$ cat src/rtl/angle_spi_pkg.sv
// Shared constants and FSM state encoding for the angle-sensor SPI scheduler.
package angle_spi_pkg;

  localparam int unsigned FRAME_BITS  = 16;
  localparam int unsigned ANGLE_BITS  = 14;
  localparam int unsigned PARITY_BIT  = 15;
  localparam int unsigned ERRFLAG_BIT = 14;

  typedef logic [2:0] state_t;

  localparam state_t StIdle   = 3'd0;
  localparam state_t StSelect = 3'd1;
  localparam state_t StShift  = 3'd2;
  localparam state_t StHold   = 3'd3;
  localparam state_t StGap    = 3'd4;

endpackage

$ cat src/rtl/spi_frame_shifter.sv
// One SPI mode-1 frame: sck divider, bit counter, command shift-out and response shift-in.
module spi_frame_shifter
  import angle_spi_pkg::*;
#(
  parameter int unsigned            CLK_DIV  = 25,
  parameter logic [FRAME_BITS-1:0]  CMD_WORD = 16'hFFFF
) (
  input  logic                  clock,
  input  logic                  reset,
  input  logic                  start,
  input  logic                  miso,
  output logic                  sck,
  output logic                  mosi,
  output logic                  done,
  output logic [FRAME_BITS-1:0] rx
);

  localparam int unsigned DivW = $clog2(2 * CLK_DIV);

  logic                  active_q;
  logic [DivW-1:0]       div_q;
  logic [3:0]            bit_q;
  logic [FRAME_BITS-1:0] tx_q;
  logic [FRAME_BITS-1:0] rx_q;
  logic                  period_end;
  logic                  falling;

  // Each sck period starts high; the falling edge lands after CLK_DIV cycles.
  assign period_end = active_q && (div_q == DivW'(2 * CLK_DIV - 1));
  assign falling    = active_q && (div_q == DivW'(CLK_DIV - 1));
  assign done       = period_end && (bit_q == 4'(FRAME_BITS - 1));
  assign sck        = active_q && (div_q < DivW'(CLK_DIV));
  assign mosi       = tx_q[FRAME_BITS-1];
  assign rx         = rx_q;

  always_ff @(posedge clock) begin
    if (reset) begin
      active_q <= 1'b0;
      div_q    <= '0;
      bit_q    <= '0;
      tx_q     <= '0;
      rx_q     <= '0;
    end else if (start) begin
      active_q <= 1'b1;
      div_q    <= '0;
      bit_q    <= '0;
      tx_q     <= CMD_WORD;
      rx_q     <= '0;
    end else if (active_q) begin
      if (falling) begin
        rx_q <= {rx_q[FRAME_BITS-2:0], miso};
      end
      if (period_end) begin
        div_q <= '0;
        if (done) begin
          active_q <= 1'b0;
        end else begin
          bit_q <= bit_q + 4'd1;
          tx_q  <= {tx_q[FRAME_BITS-2:0], 1'b0};
        end
      end else begin
        div_q <= div_q + DivW'(1);
      end
    end
  end

endmodule

$ cat src/rtl/angle_spi_scheduler.sv
// Round-robin scan of up to eight SPI angle sensors sharing one bus; emits angle results.
module angle_spi_scheduler
  import angle_spi_pkg::*;
#(
  parameter int unsigned           NUM_SENSORS = 8,
  parameter int unsigned           CLK_DIV     = 25,
  parameter int unsigned           GAP_CYCLES  = 20,
  parameter logic [FRAME_BITS-1:0] CMD_WORD    = 16'hFFFF
) (
  input  logic                   clock,
  input  logic                   reset,
  input  logic                   enable,
  input  logic [NUM_SENSORS-1:0] sensor_mask,
  input  logic                   angle_miso,
  output logic                   angle_mosi,
  output logic                   angle_sck,
  output logic [NUM_SENSORS-1:0] angle_ss_n_o,
  output logic                   result_valid,
  output logic [2:0]             result_index,
  output logic [ANGLE_BITS-1:0]  result_angle,
  output logic                   result_error,
  output logic                   sweep_done,
  output logic                   busy
);

  localparam int unsigned CntMax = (CLK_DIV > GAP_CYCLES) ? CLK_DIV : GAP_CYCLES;
  localparam int unsigned CntW   = $clog2(CntMax) + 1;

  state_t                state_q, state_d;
  logic [2:0]            index_q, index_d;
  logic [CntW-1:0]       cyc_q, cyc_d;
  logic                  start, done, res_fire, in_frame;
  logic                  sh_sck, sh_mosi;
  logic [FRAME_BITS-1:0] rx;
  logic [NUM_SENSORS-1:0] mask_above;
  logic                  has_above;
  logic [2:0]            next_index;

  function automatic logic [2:0] lowest_set(input logic [NUM_SENSORS-1:0] m);
    lowest_set = '0;
    for (int i = NUM_SENSORS - 1; i >= 0; i--) begin
      if (m[i]) lowest_set = 3'(i);
    end
  endfunction

  always_comb begin
    mask_above = '0;
    for (int i = 0; i < NUM_SENSORS; i++) begin
      mask_above[i] = sensor_mask[i] && (i > int'(index_q));
    end
    has_above  = |mask_above;
    next_index = has_above ? lowest_set(mask_above) : lowest_set(sensor_mask);
  end

  always_comb begin
    state_d  = state_q;
    index_d  = index_q;
    cyc_d    = cyc_q + CntW'(1);
    start    = 1'b0;
    res_fire = 1'b0;
    case (state_q)
      StIdle: begin
        cyc_d = '0;
        if (enable && (|sensor_mask)) begin
          state_d = StSelect;
          index_d = lowest_set(sensor_mask);
        end
      end
      StSelect: begin
        if (cyc_q == CntW'(CLK_DIV - 1)) begin
          state_d = StShift;
          start   = 1'b1;
          cyc_d   = '0;
        end
      end
      StShift: begin
        cyc_d = '0;
        if (done) state_d = StHold;
      end
      StHold: begin
        if (cyc_q == CntW'(CLK_DIV - 1)) begin
          state_d  = StGap;
          cyc_d    = '0;
          res_fire = 1'b1;
        end
      end
      StGap: begin
        if (cyc_q == CntW'(GAP_CYCLES - 1)) begin
          cyc_d = '0;
          if (enable && (|sensor_mask)) begin
            state_d = StSelect;
            index_d = next_index;
          end else begin
            state_d = StIdle;
          end
        end
      end
      default: state_d = StIdle;
    endcase
  end

  always_ff @(posedge clock) begin
    if (reset) begin
      state_q <= StIdle;
      index_q <= '0;
      cyc_q   <= '0;
    end else begin
      state_q <= state_d;
      index_q <= index_d;
      cyc_q   <= cyc_d;
    end
  end

  // Result fields are captured as HOLD ends so they appear on the first GAP cycle.
  always_ff @(posedge clock) begin
    if (reset) begin
      result_valid <= 1'b0;
      sweep_done   <= 1'b0;
      result_index <= '0;
      result_angle <= '0;
      result_error <= 1'b0;
    end else begin
      result_valid <= res_fire;
      sweep_done   <= res_fire && !has_above;
      if (res_fire) begin
        result_index <= index_q;
        result_angle <= rx[ANGLE_BITS-1:0];
        result_error <= (^rx[PARITY_BIT:0]) | rx[ERRFLAG_BIT];
      end
    end
  end

  spi_frame_shifter #(
    .CLK_DIV  (CLK_DIV),
    .CMD_WORD (CMD_WORD)
  ) u_shifter (
    .clock (clock),
    .reset (reset),
    .start (start),
    .miso  (angle_miso),
    .sck   (sh_sck),
    .mosi  (sh_mosi),
    .done  (done),
    .rx    (rx)
  );

  always_comb begin
    in_frame = (state_q == StSelect) || (state_q == StShift) || (state_q == StHold);
    for (int i = 0; i < NUM_SENSORS; i++) begin
      angle_ss_n_o[i] = !(in_frame && (index_q == 3'(i)));
    end
    angle_sck = sh_sck;
    if (state_q == StSelect)     angle_mosi = CMD_WORD[FRAME_BITS-1];
    else if (state_q == StShift) angle_mosi = sh_mosi;
    else                         angle_mosi = 1'b0;
    busy = (state_q != StIdle);
  end

endmodule

$ cat config.mk
export PLATFORM = sky130hd
export DESIGN_NAME = angle_spi_scheduler
export DESIGN_NICKNAME = d
export VERILOG_FILES = /design/src/rtl/angle_spi_pkg.sv /design/src/rtl/spi_frame_shifter.sv /design/src/rtl/angle_spi_scheduler.sv
export SDC_FILE = /design/constraint.sdc
export NUM_CORES = 1
export LEC_CHECK = 0
export ABC_AREA = 1
export CAP_MARGIN = 30
export CORE_UTILIZATION = 55
export DETAILED_ROUTE_END_ITERATION = 8
export HOLD_SLACK_MARGIN = 0.15
export PLACE_DENSITY_LB_ADDON = 0.05
export SYNTH_ARGS = -nofsm -noshare
export SYNTH_HDL_FRONTEND = slang
export SYNTH_HIERARCHICAL = 1
export SYNTH_SLANG_ARGS = --single-unit
$ cat constraint.sdc
create_clock -name clock -period 1.85 [get_ports clock]
set_input_delay 0.37 -clock clock [delete_from_list [all_inputs] [get_ports clock]]
set_output_delay 0.37 -clock clock [all_outputs]
set_load 0.05 [all_outputs]
After elaboration in Yosys (flattened, before gate mapping)
Cells that the tools add are included.

storage, ports and cells
  flip-flop bits (word level) = 75
  latch bits = 0
  bits in writable memories = 0
  memory bits (read-only) = 0
  input port bits = 12
  output and inout port bits = 31
  word-level logic and storage cells = 142
  memories kept = 0

cells by class
  $add $sub $neg = 3
  $mul = 0
  div/mod/pow operators = 0
  magnitude comparators = 8
  eq/ne operators = 23
  shift operators = 0
  mux-type cells = 44
  bitwise gates (word level) = 2
  reductions and logical operators = 49

operators with widths
  operator                                                                       count
  3-bit 2-to-1 mux                                                               24
  16-bit 2-to-1 mux                                                              4
  1-bit logical AND                                                              21
  6-bit by 5-bit equality test with 1-bit output (second input constant)         3
  6-bit 2-to-1 mux                                                               3
  6-bit one-hot mux with 3 select lines                                          1
  16-bit parity                                                                  1
  3-bit equality test (second input constant)                                    5
  3-bit one-hot mux with 5 select lines                                          1
  2-bit != test (second input constant)                                          7
  6-bit by 1-bit adder with 6-bit output (second input constant)                 2
  3-bit by 2-bit equality test with 1-bit output (second input constant)         4
  3-bit > comparator (first input constant)                                      4
  1-bit 2-to-1 mux                                                               10
  1-bit logical NOT                                                              9
  8-bit OR reduction                                                             1
  7-bit OR reduction                                                             1
  3-bit by 1-bit equality test with 1-bit output (second input constant)         2
  6-bit equality test (second input constant)                                    1
  2-bit by 3-bit > comparator with 1-bit output (first input constant)           2
  3-bit logical NOT                                                              2
  6-bit by 5-bit less-than comparator with 1-bit output (second input constant)  1
  3-bit one-hot mux with 2 select lines                                          1
  3-bit AND reduction                                                            2
  other kinds (12)                                                               17

Logic depth before layout (Yosys ltp)
Gate-level depths: netlist (run 1).

  depth in word-level cells = 13
  gate-level depth with buffers = 13
  depth with buffers taken out = 13

By module
Netlist (run 1), hierarchy kept.

modules (own cells, without submodules)
  module               times used  cells an instance  area each (um^2)  seq. area each (um^2)
  spi_frame_shifter    1           287                1956.9            860.8
  angle_spi_scheduler  1           301                1930.6            640.6

Least setup slack after synthesis (run 1)
Ideal clock, no wire load.

  path type = reg2out
  start point = register u_shifter.div_q[0]
  end point = output port angle_sck
  arrival time = 1.666 ns
  required time = 1.480 ns
  setup slack = -0.186 ns
  stages on the path, launching flop included = 5
  buffers on the path = 0
  cell sequence = dfxtp_1 > inv_1 > ha_1 > a21oi_1 > nor3_1

on the way
  word-level cells in the longest chain between the ends = 2

RTL lines
  item                                                   line                       source
  from (decl)                                            spi_frame_shifter.sv:21    logic [DivW-1:0] div_q;
  from (signal assigned)                                 spi_frame_shifter.sv:62    div_q <= div_q + DivW'(1);
  6-bit by 5-bit less-than comparator with 1-bit output  spi_frame_shifter.sv:32    assign sck = active_q && (div_q < DivW'(CLK_DIV));
  1-bit logical AND                                      spi_frame_shifter.sv:32
  to (decl)                                              angle_spi_scheduler.sv:16  output logic angle_sck,

No other way between the ends.

Worst setup path in the final report (run 1)
Ends and elaborated chain as after synthesis.

==> impl_metrics.ini, run 1 <==
[outcome]
status = finished clean

[power]
clockPowerShare_pct = 34.2
internal_power_mw = 3.12
switching_power_mw = 1.56
power.share.sequential_pct = 37.6
leakage_nw = 2.51
power_mw = 4.67
power_frac_comb_pct = 28.2
switching_share_pct = 33.3
ir_drop_mv = 0.500
p_per_area_nw_per_um2 = 993

[sta]
drv_slew = 0
rsz0062_at_grt = no
fin_crit_sh_pct = 96.4
setup_viol = 0
worstMarginPinSlew_ps = 513
hold_violations = 0
fmax_mhz = 561
clock_skew_ps = 11.3
hold_slack_ps = 476
setup_tns_ps = 0
fin_ws_ps = 67.2
relSlewSlack_pct = 65.8
period_minus_slack_ps = 1780

[yosys]
yosysSeqAreaShare_pct = 38.6
ys_warn_count = 6
syn_nets = 607
muxShareOfSynthArea_pct = 0
synth-simple-area-share_pct = 37.2
syn-instance-count = 588
synth_fa_ha_area_share_pct = 2.25
synthXorXnorAreaFrac_pct = 4.96
avgSynthCellArea_um2 = 6.61
synth_top_family_by_area = simple AND/OR/NAND/NOR gates
synthesis.area_um2 = 3890
synth.distinct_cells = 35
synth_compound_area_share_pct = 6.53
synth_seq_cells = 75

[cts]
cts_root_buf = clkbuf_8
clkTransAtPathRegs_ps = 80
cts_buffer_depth = 2
insertion_delay_ps = 350
postCtsHoldBufs = 0
cts_max_level = 3
numCtsBuffers = 9
cts_tree = done
postCtsSetupRepairBufs = 0
cts_sinks = 75

[setup_path]
crit_path_end_kind = output port
critical_path_class = reg -> out
start_kind = flip-flop
cp.required_ps = 1480
crit_path_max_fanout = 4
worstPathArrival_ps = 1410

[global_routing]
grt_antenna_before_repair = 0
grt_pass1_vias = 3266
grt_max_degree = 22
grt_usage_pct = 23.7
grt-ovfl-total = 0
grt_pass1_wl_mm = 14.1

[route]
final_antenna_net_count = 0
via_per_inst = 4.88
first_pass_iters = 4
detail_route.wl_per_cell_um = 11.1
drtIter0Drc = 171
vias = 3600
drc = 0
routed_wl_mm = 8.15

[placed_design]
place_inst = 721
gp_congestion = 0.832
pre_cts_ws_ps = -30.5
post_dp_cell_area_um2 = 4420
hpwl_mm = 5.70
portBuffers = 42

[floorplanning]
core_area_um2 = 6790
die_x_um = 86.1
die_y_um = 86.1
dieArea_um2 = 7410
rows = 30
start_util_pct = 57.2
io_pins = 43

[cells_and_area]
stdcell_count = 737
nets = 655
final_util_pct = 69.3
drive_above_1_share_pct = 12.0
stdcell_area_um2 = 4710
diodes = 0
fillers = 605
area_delta_synth_final_pct = 21.1
area.sequential_um2 = 1510
multiInputGateArea_um2 = 2020

[hold_path]
hold_class = reg -> reg

[flow_run]
max-cap-violations = 0
synthesized netlist by cell type:
cell type / count / area [um^2]
o21bai_1: 1 / 7.51
o211ai_2: 1 / 12.5
nand3_1: 39 / 195
xnor2_1: 9 / 78.8
clkbuf_1: 5 / 18.8
o211ai_1: 1 / 7.51
o21ai_1: 1 / 5.00
nand4_1: 2 / 12.5
nor3_1: 5 / 25.0
nor3b_1: 2 / 15.0
nor2_2: 4 / 25.0
buf_4: 1 / 7.51
buf_2: 4 / 20.0
buf_6: 4 / 45.0
clkinv_1: 1 / 3.75
nor3_2: 1 / 10.0
nor2_4: 3 / 33.8
clkinv_4: 1 / 8.76
inv_1: 77 / 289
nand2_1: 154 / 578
o21ai_2: 2 / 17.5
nand2_2: 5 / 31.3
dfxtp_1: 75 / 1500
buf_1: 1 / 3.75
ha_1: 7 / 87.6
o32ai_1: 1 / 8.76
xor2_1: 13 / 114
nand3b_1: 1 / 7.51
a21oi_1: 19 / 95.1
nor2_1: 119 / 447
nand3_2: 3 / 30.0
nand4_2: 2 / 25.0
or2_1: 2 / 12.5
o21ai_0: 20 / 100
inv_2: 2 / 7.51
registers in the layout, indices dropped and copies added (netlist names), 4 cells and up:
name / cells
u_shifter/div_q: 6
u_shifter/bit_q: 4
cyc_q: 6
u_shifter/tx_q: 16
result_angle: 14
u_shifter/rx: 16
repair_timing:
action / CTS / global route
gates resized for setup: 15 / 8
gates cloned: 0 / 0
pin swaps: 1 / 1
endpoints found under the setup margin: 18 / 14
layer usage:
metal	global-route usage (%)	vias up	part of all wire, %
li1	-	1892	-
met1	28.8	1626	46
met2	42.1	75	49
met3	4.43	7	3.6
met4	8.03	0	1.0
met5	0	-	0
power groups by stage:
stage | Combinational (mW) | Clock [mW] | Sequential (mW)
floorplan | 0.888 | 0 | 1.77
global placement | 1.23 | 0 | 1.78
detailed placement | 1.25 | 0 | 1.78
CTS | 1.28 | 1.63 | 1.75
global route | 1.44 | 1.69 | 1.77
finish | 1.32 | 1.60 | 1.76
cell usage in the layout (no fill, tap or decap), drive strengths merged, types with 2 or more instances in the layout:
master / synthesis / routed
dfxtp: 75 / 75
clkinv: 2 / 3
bufinv: 0 / 3
xnor2: 9 / 9
clkbuf: 5 / 11
o211ai: 2 / 2
dlygate4sd2: 0 / 9
clkdlybuf4s50: 0 / 11
xor2: 13 / 13
nand2: 159 / 159
dlymetal6s2s: 0 / 3
a21oi: 19 / 19
ha: 7 / 7
nand4: 4 / 4
nor3: 6 / 6
nor2: 126 / 126
nand3: 42 / 42
buf: 10 / 29
o21ai: 23 / 23
nor3b: 2 / 2
inv: 79 / 80
or2: 2 / 2
worst max-delay path, stage by stage (launching register included):
cell and delay (ps):
dfxtp_2 340, inv_1 120, ha_1 190, a21oi_2 60, nor3_2 180, buf_12 170
layout make-up:
| type | instances | share of cell area [%] |
|---|---|---|
| clock inverters | 5 | 2.29 |
| flip-flops and latches | 75 | 32.0 |
| inverters | 81 | 6.56 |
| multi-input cells | 417 | 42.9 |
| well taps | 96 | 2.55 |
| repair buffers | 52 | 10.5 |
| clock buffers | 11 | 3.22 |
kinds of logic after synthesis:
group,Yosys count
and+or+nand+nor,342
buffers and inverters,96
DFF,75
AOI/OAI and AO/OA,46
xor gates and xnor gates,22
adders and majority gates,7
path summary, 6_finish.rpt:
kind	from	to	slack, ps	cells past startpoint
setup reg to reg	state_q[0]	u_shifter/tx_q[15]	170	9
hold reg to reg	cyc_q[0]	cyc_q[0]	480	1
hold / removal	cyc_q[0]	cyc_q[0]	480	1
setup / recovery	u_shifter/div_q[0]	angle_sck	70	5
(Power assumes the default switching activity.)
==> run 2: changes to the inputs <==
--- a/config.mk
+++ b/config.mk
@@ -5,7 +5,6 @@
 export SDC_FILE = /design/constraint.sdc
 export NUM_CORES = 1
 export LEC_CHECK = 0
-export ABC_AREA = 1
 export CAP_MARGIN = 30
 export CORE_UTILIZATION = 55
 export DETAILED_ROUTE_END_ITERATION = 8
==> run 2 against run 1 <==
Total power fell by 33%. First-iteration DRC count fell by 32%. Utilization rose by 3.1 points. Design area fell by 6.9%. Non-clock buffer count rose by 17. Synthesized area fell by 9.4%. Die area fell by 9.2%. Combinational power fell by 81%. Global-route usage fell by 1.0 points.
==> impl_metrics.ini, run 2 <==
[cells_and_area]
area_delta_synth_final_pct = 24.5
final_util_pct = 72.4
fillers = 484
multiInputGateArea_um2 = 1870
drive_above_1_share_pct = 16.6
final_common_cell = dfxtp_1
stdcell_count = 552
final_cell_mix = dfxtp_1, nand2_1, a21oi_1
area.sequential_um2 = 1510
diodes = 0
nets = 491

[global_routing]
grt_antenna_before_repair = 0
grt_usage_pct = 22.7
grt_max_degree = 48
grt_pass1_wl_mm = 11.6
grt_pass1_vias = 2709
grt-ovfl-total = 0

[yosys]
synthTopCellsByArea = dfxtp_1, a21oi_1, nand2_1, mux2i_1, xnor2_1
synthesis.area_um2 = 3520
synth_common_cells = dfxtp_1, nand2_1, a21oi_1
ys_warn_count = 6
synth_seq_cells = 75
yosysSeqAreaShare_pct = 42.6
async_flop_share_pct = 0
synth_enable_flop_cells = 0
synth-main-ff-cell = dfxtp_1
yosysMostFrequentCell = dfxtp_1
synth_top_area_cell = dfxtp_1
syn_nets = 433
syn-instance-count = 414
yosys.area.top_type_share_pct = 42.6
avgSynthCellArea_um2 = 8.51
synth.distinct_cells = 52

[cts]
insertion_delay_ps = 350
cts_root_buf = clkbuf_8
postCtsHoldBufs = 0
cts_buffer_depth = 2
postCtsSetupRepairBufs = 0
cts_max_level = 3
cts_sinks = 75
cts_tree = done
clkTransAtPathRegs_ps = 80
numCtsBuffers = 9

[placed_design]
gp_congestion = 0.803
pre_cts_ws_ps = -311
portBuffers = 42
hpwl_mm = 5.20
place_inst = 536

[setup_path]
reg2reg_depth = 6
crit_path_top_delay_cell = or3_4
crit_family = simple AND/OR/NAND/NOR gates
start_kind = flip-flop
path_cells = buf_4, or3_4, buf_12
crit_path_max_fanout = 11
r2r_slack_ps = 120
max_stage_delay_ps = 420
r2r-end = index_q[0]
cp.required_ps = 1480
crit_path_end_kind = output port
worstPathArrival_ps = 1430
critical_path_class = reg -> out
r2r_start = cyc_q[0]
cp_num_buf_inv = 2

[power]
internal_power_mw = 2.40
switching_power_mw = 0.750
power.share.sequential_pct = 51.9
clockPowerShare_pct = 40.3
p_per_area_nw_per_um2 = 718
power_mw = 3.15
leakage_nw = 1.65
ir_drop_mv = 0.653
power_frac_comb_pct = 7.9
switching_share_pct = 23.8

[hold_path]
hold_end = result_angle[0]
hold_path.startpoint = result_angle[0]
hold_depth = 2
hold_class = reg -> reg

[floorplanning]
die_y_um = 82.0
start_util_pct = 58.1
rows = 28
core_area_um2 = 6060
dieArea_um2 = 6730
io_pins = 43
die_x_um = 82.0

[sta]
fin_crit_sh_pct = 97.3
hold_violations = 0
worstMarginPinSlew_ps = 501
relSlewSlack_pct = 66.6
setup_viol = 0
hold_slack_ps = 451
rsz0062_at_grt = yes
clock_skew_ps = 7.93
period_minus_slack_ps = 1800
fin_ws_ps = 50.2
drv_slew = 0
fmax_mhz = 556

[outcome]
status = finished clean

[route]
via_per_inst = 5.41
drtIter0Drc = 117
detail_route.wl_per_cell_um = 13.2
routed_wl_mm = 7.28
first_pass_iters = 4
drc = 0
final_antenna_net_count = 0
vias = 2987

[flow_run]
max-cap-violations = 0
[run 2: per-layer routing]
layer	GRT usage (%)	vias to the layer above	part of all wire, %
li1	-	1531	-
met1	27.0	1400	46
met2	38.5	43	49
met3	5.22	13	3.0
met4	10.5	0	1.5
met5	0	-	0
[run 2: area by class of cell]
type,instances,share of cell area (%)
Timing Repair Buffer,69,14.8
Sequential cell,75,34.5
Clock buffer,11,3.22
Inverter,15,1.28
Tap cell,75,2.14
Clock inverter,5,1.37
Multi-Input combinational cell,302,42.7
[run 2: cells by family (layout without fill, tap and decap cells)]
kind of cell    after synthesis  in the layout  share of synthesized area [%]
compound gates               88             88                           15.0
xor+xnor                     25             25                           6.22
fa+ha+maj                     7              7                           2.49
buf+inv                      37            100                           4.87
flops                        75             75                           42.6
mux                          22             22                           6.25
simple gates                160            160                           22.6
[run 2: metrics by stage]
step	area [um^2]	TNS, ps
6_report	4390	0
3_5_place_dp	4170	-870
3_3_place_gp	4170	-786
5_1_grt	4390	-22.4
4_1_cts	4360	0
2_1_floorplan	3530	-65.0
[run 2: how the worst max path moves through the flow]
stage | startpoint | depth (start not counted) | to | slack, ps
finish | state_q[1] | 3 | busy | 50
global route | cyc_q[0] | 6 | index_q[0] | -20
CTS | state_q[1] | 3 | busy | 3
detailed placement | sensor_mask[5] | 7 | index_q[0] | -310
global placement | sensor_mask[5] | 7 | index_q[0] | -260
floorplan | cyc_q[2] | 7 | u_shifter/bit_q[0] | -4
[run 2: power by group through the flow]
stage	sequential, mW	combinational (mW)	clock, mW
global placement	1.67	0.240	0
detailed placement	1.67	0.244	0
global route	1.64	0.267	1.36
floorplan	1.67	0.132	0
finish	1.63	0.247	1.27
CTS	1.63	0.245	1.30
[run 2: worst register-to-register path, delay by kind of cell (launching register included)]
family | cells | cell delay [ps]
AOI/OAI and AO/OA | 2 | 610
adders and majority gates | 1 | 240
DFF | 1 | 380
and+or+nand+nor | 3 | 430
[run 2: timing repair]
action                                  4_1_cts  5_1_grt
pin swaps                                     0        1
resized for setup                            18        9
endpoints found under the setup margin       23       10
cloned                                        0        0
==> run 3: changes to the inputs <==
--- a/config.mk
+++ b/config.mk
@@ -7,6 +7,7 @@
 export LEC_CHECK = 0
 export CAP_MARGIN = 30
 export CORE_UTILIZATION = 55
+export CTS_CLUSTER_SIZE = 24
 export DETAILED_ROUTE_END_ITERATION = 8
 export HOLD_SLACK_MARGIN = 0.15
 export PLACE_DENSITY_LB_ADDON = 0.05
==> results of run 3 <==
Final layout, timing and power as in run 2 (identical DEF).
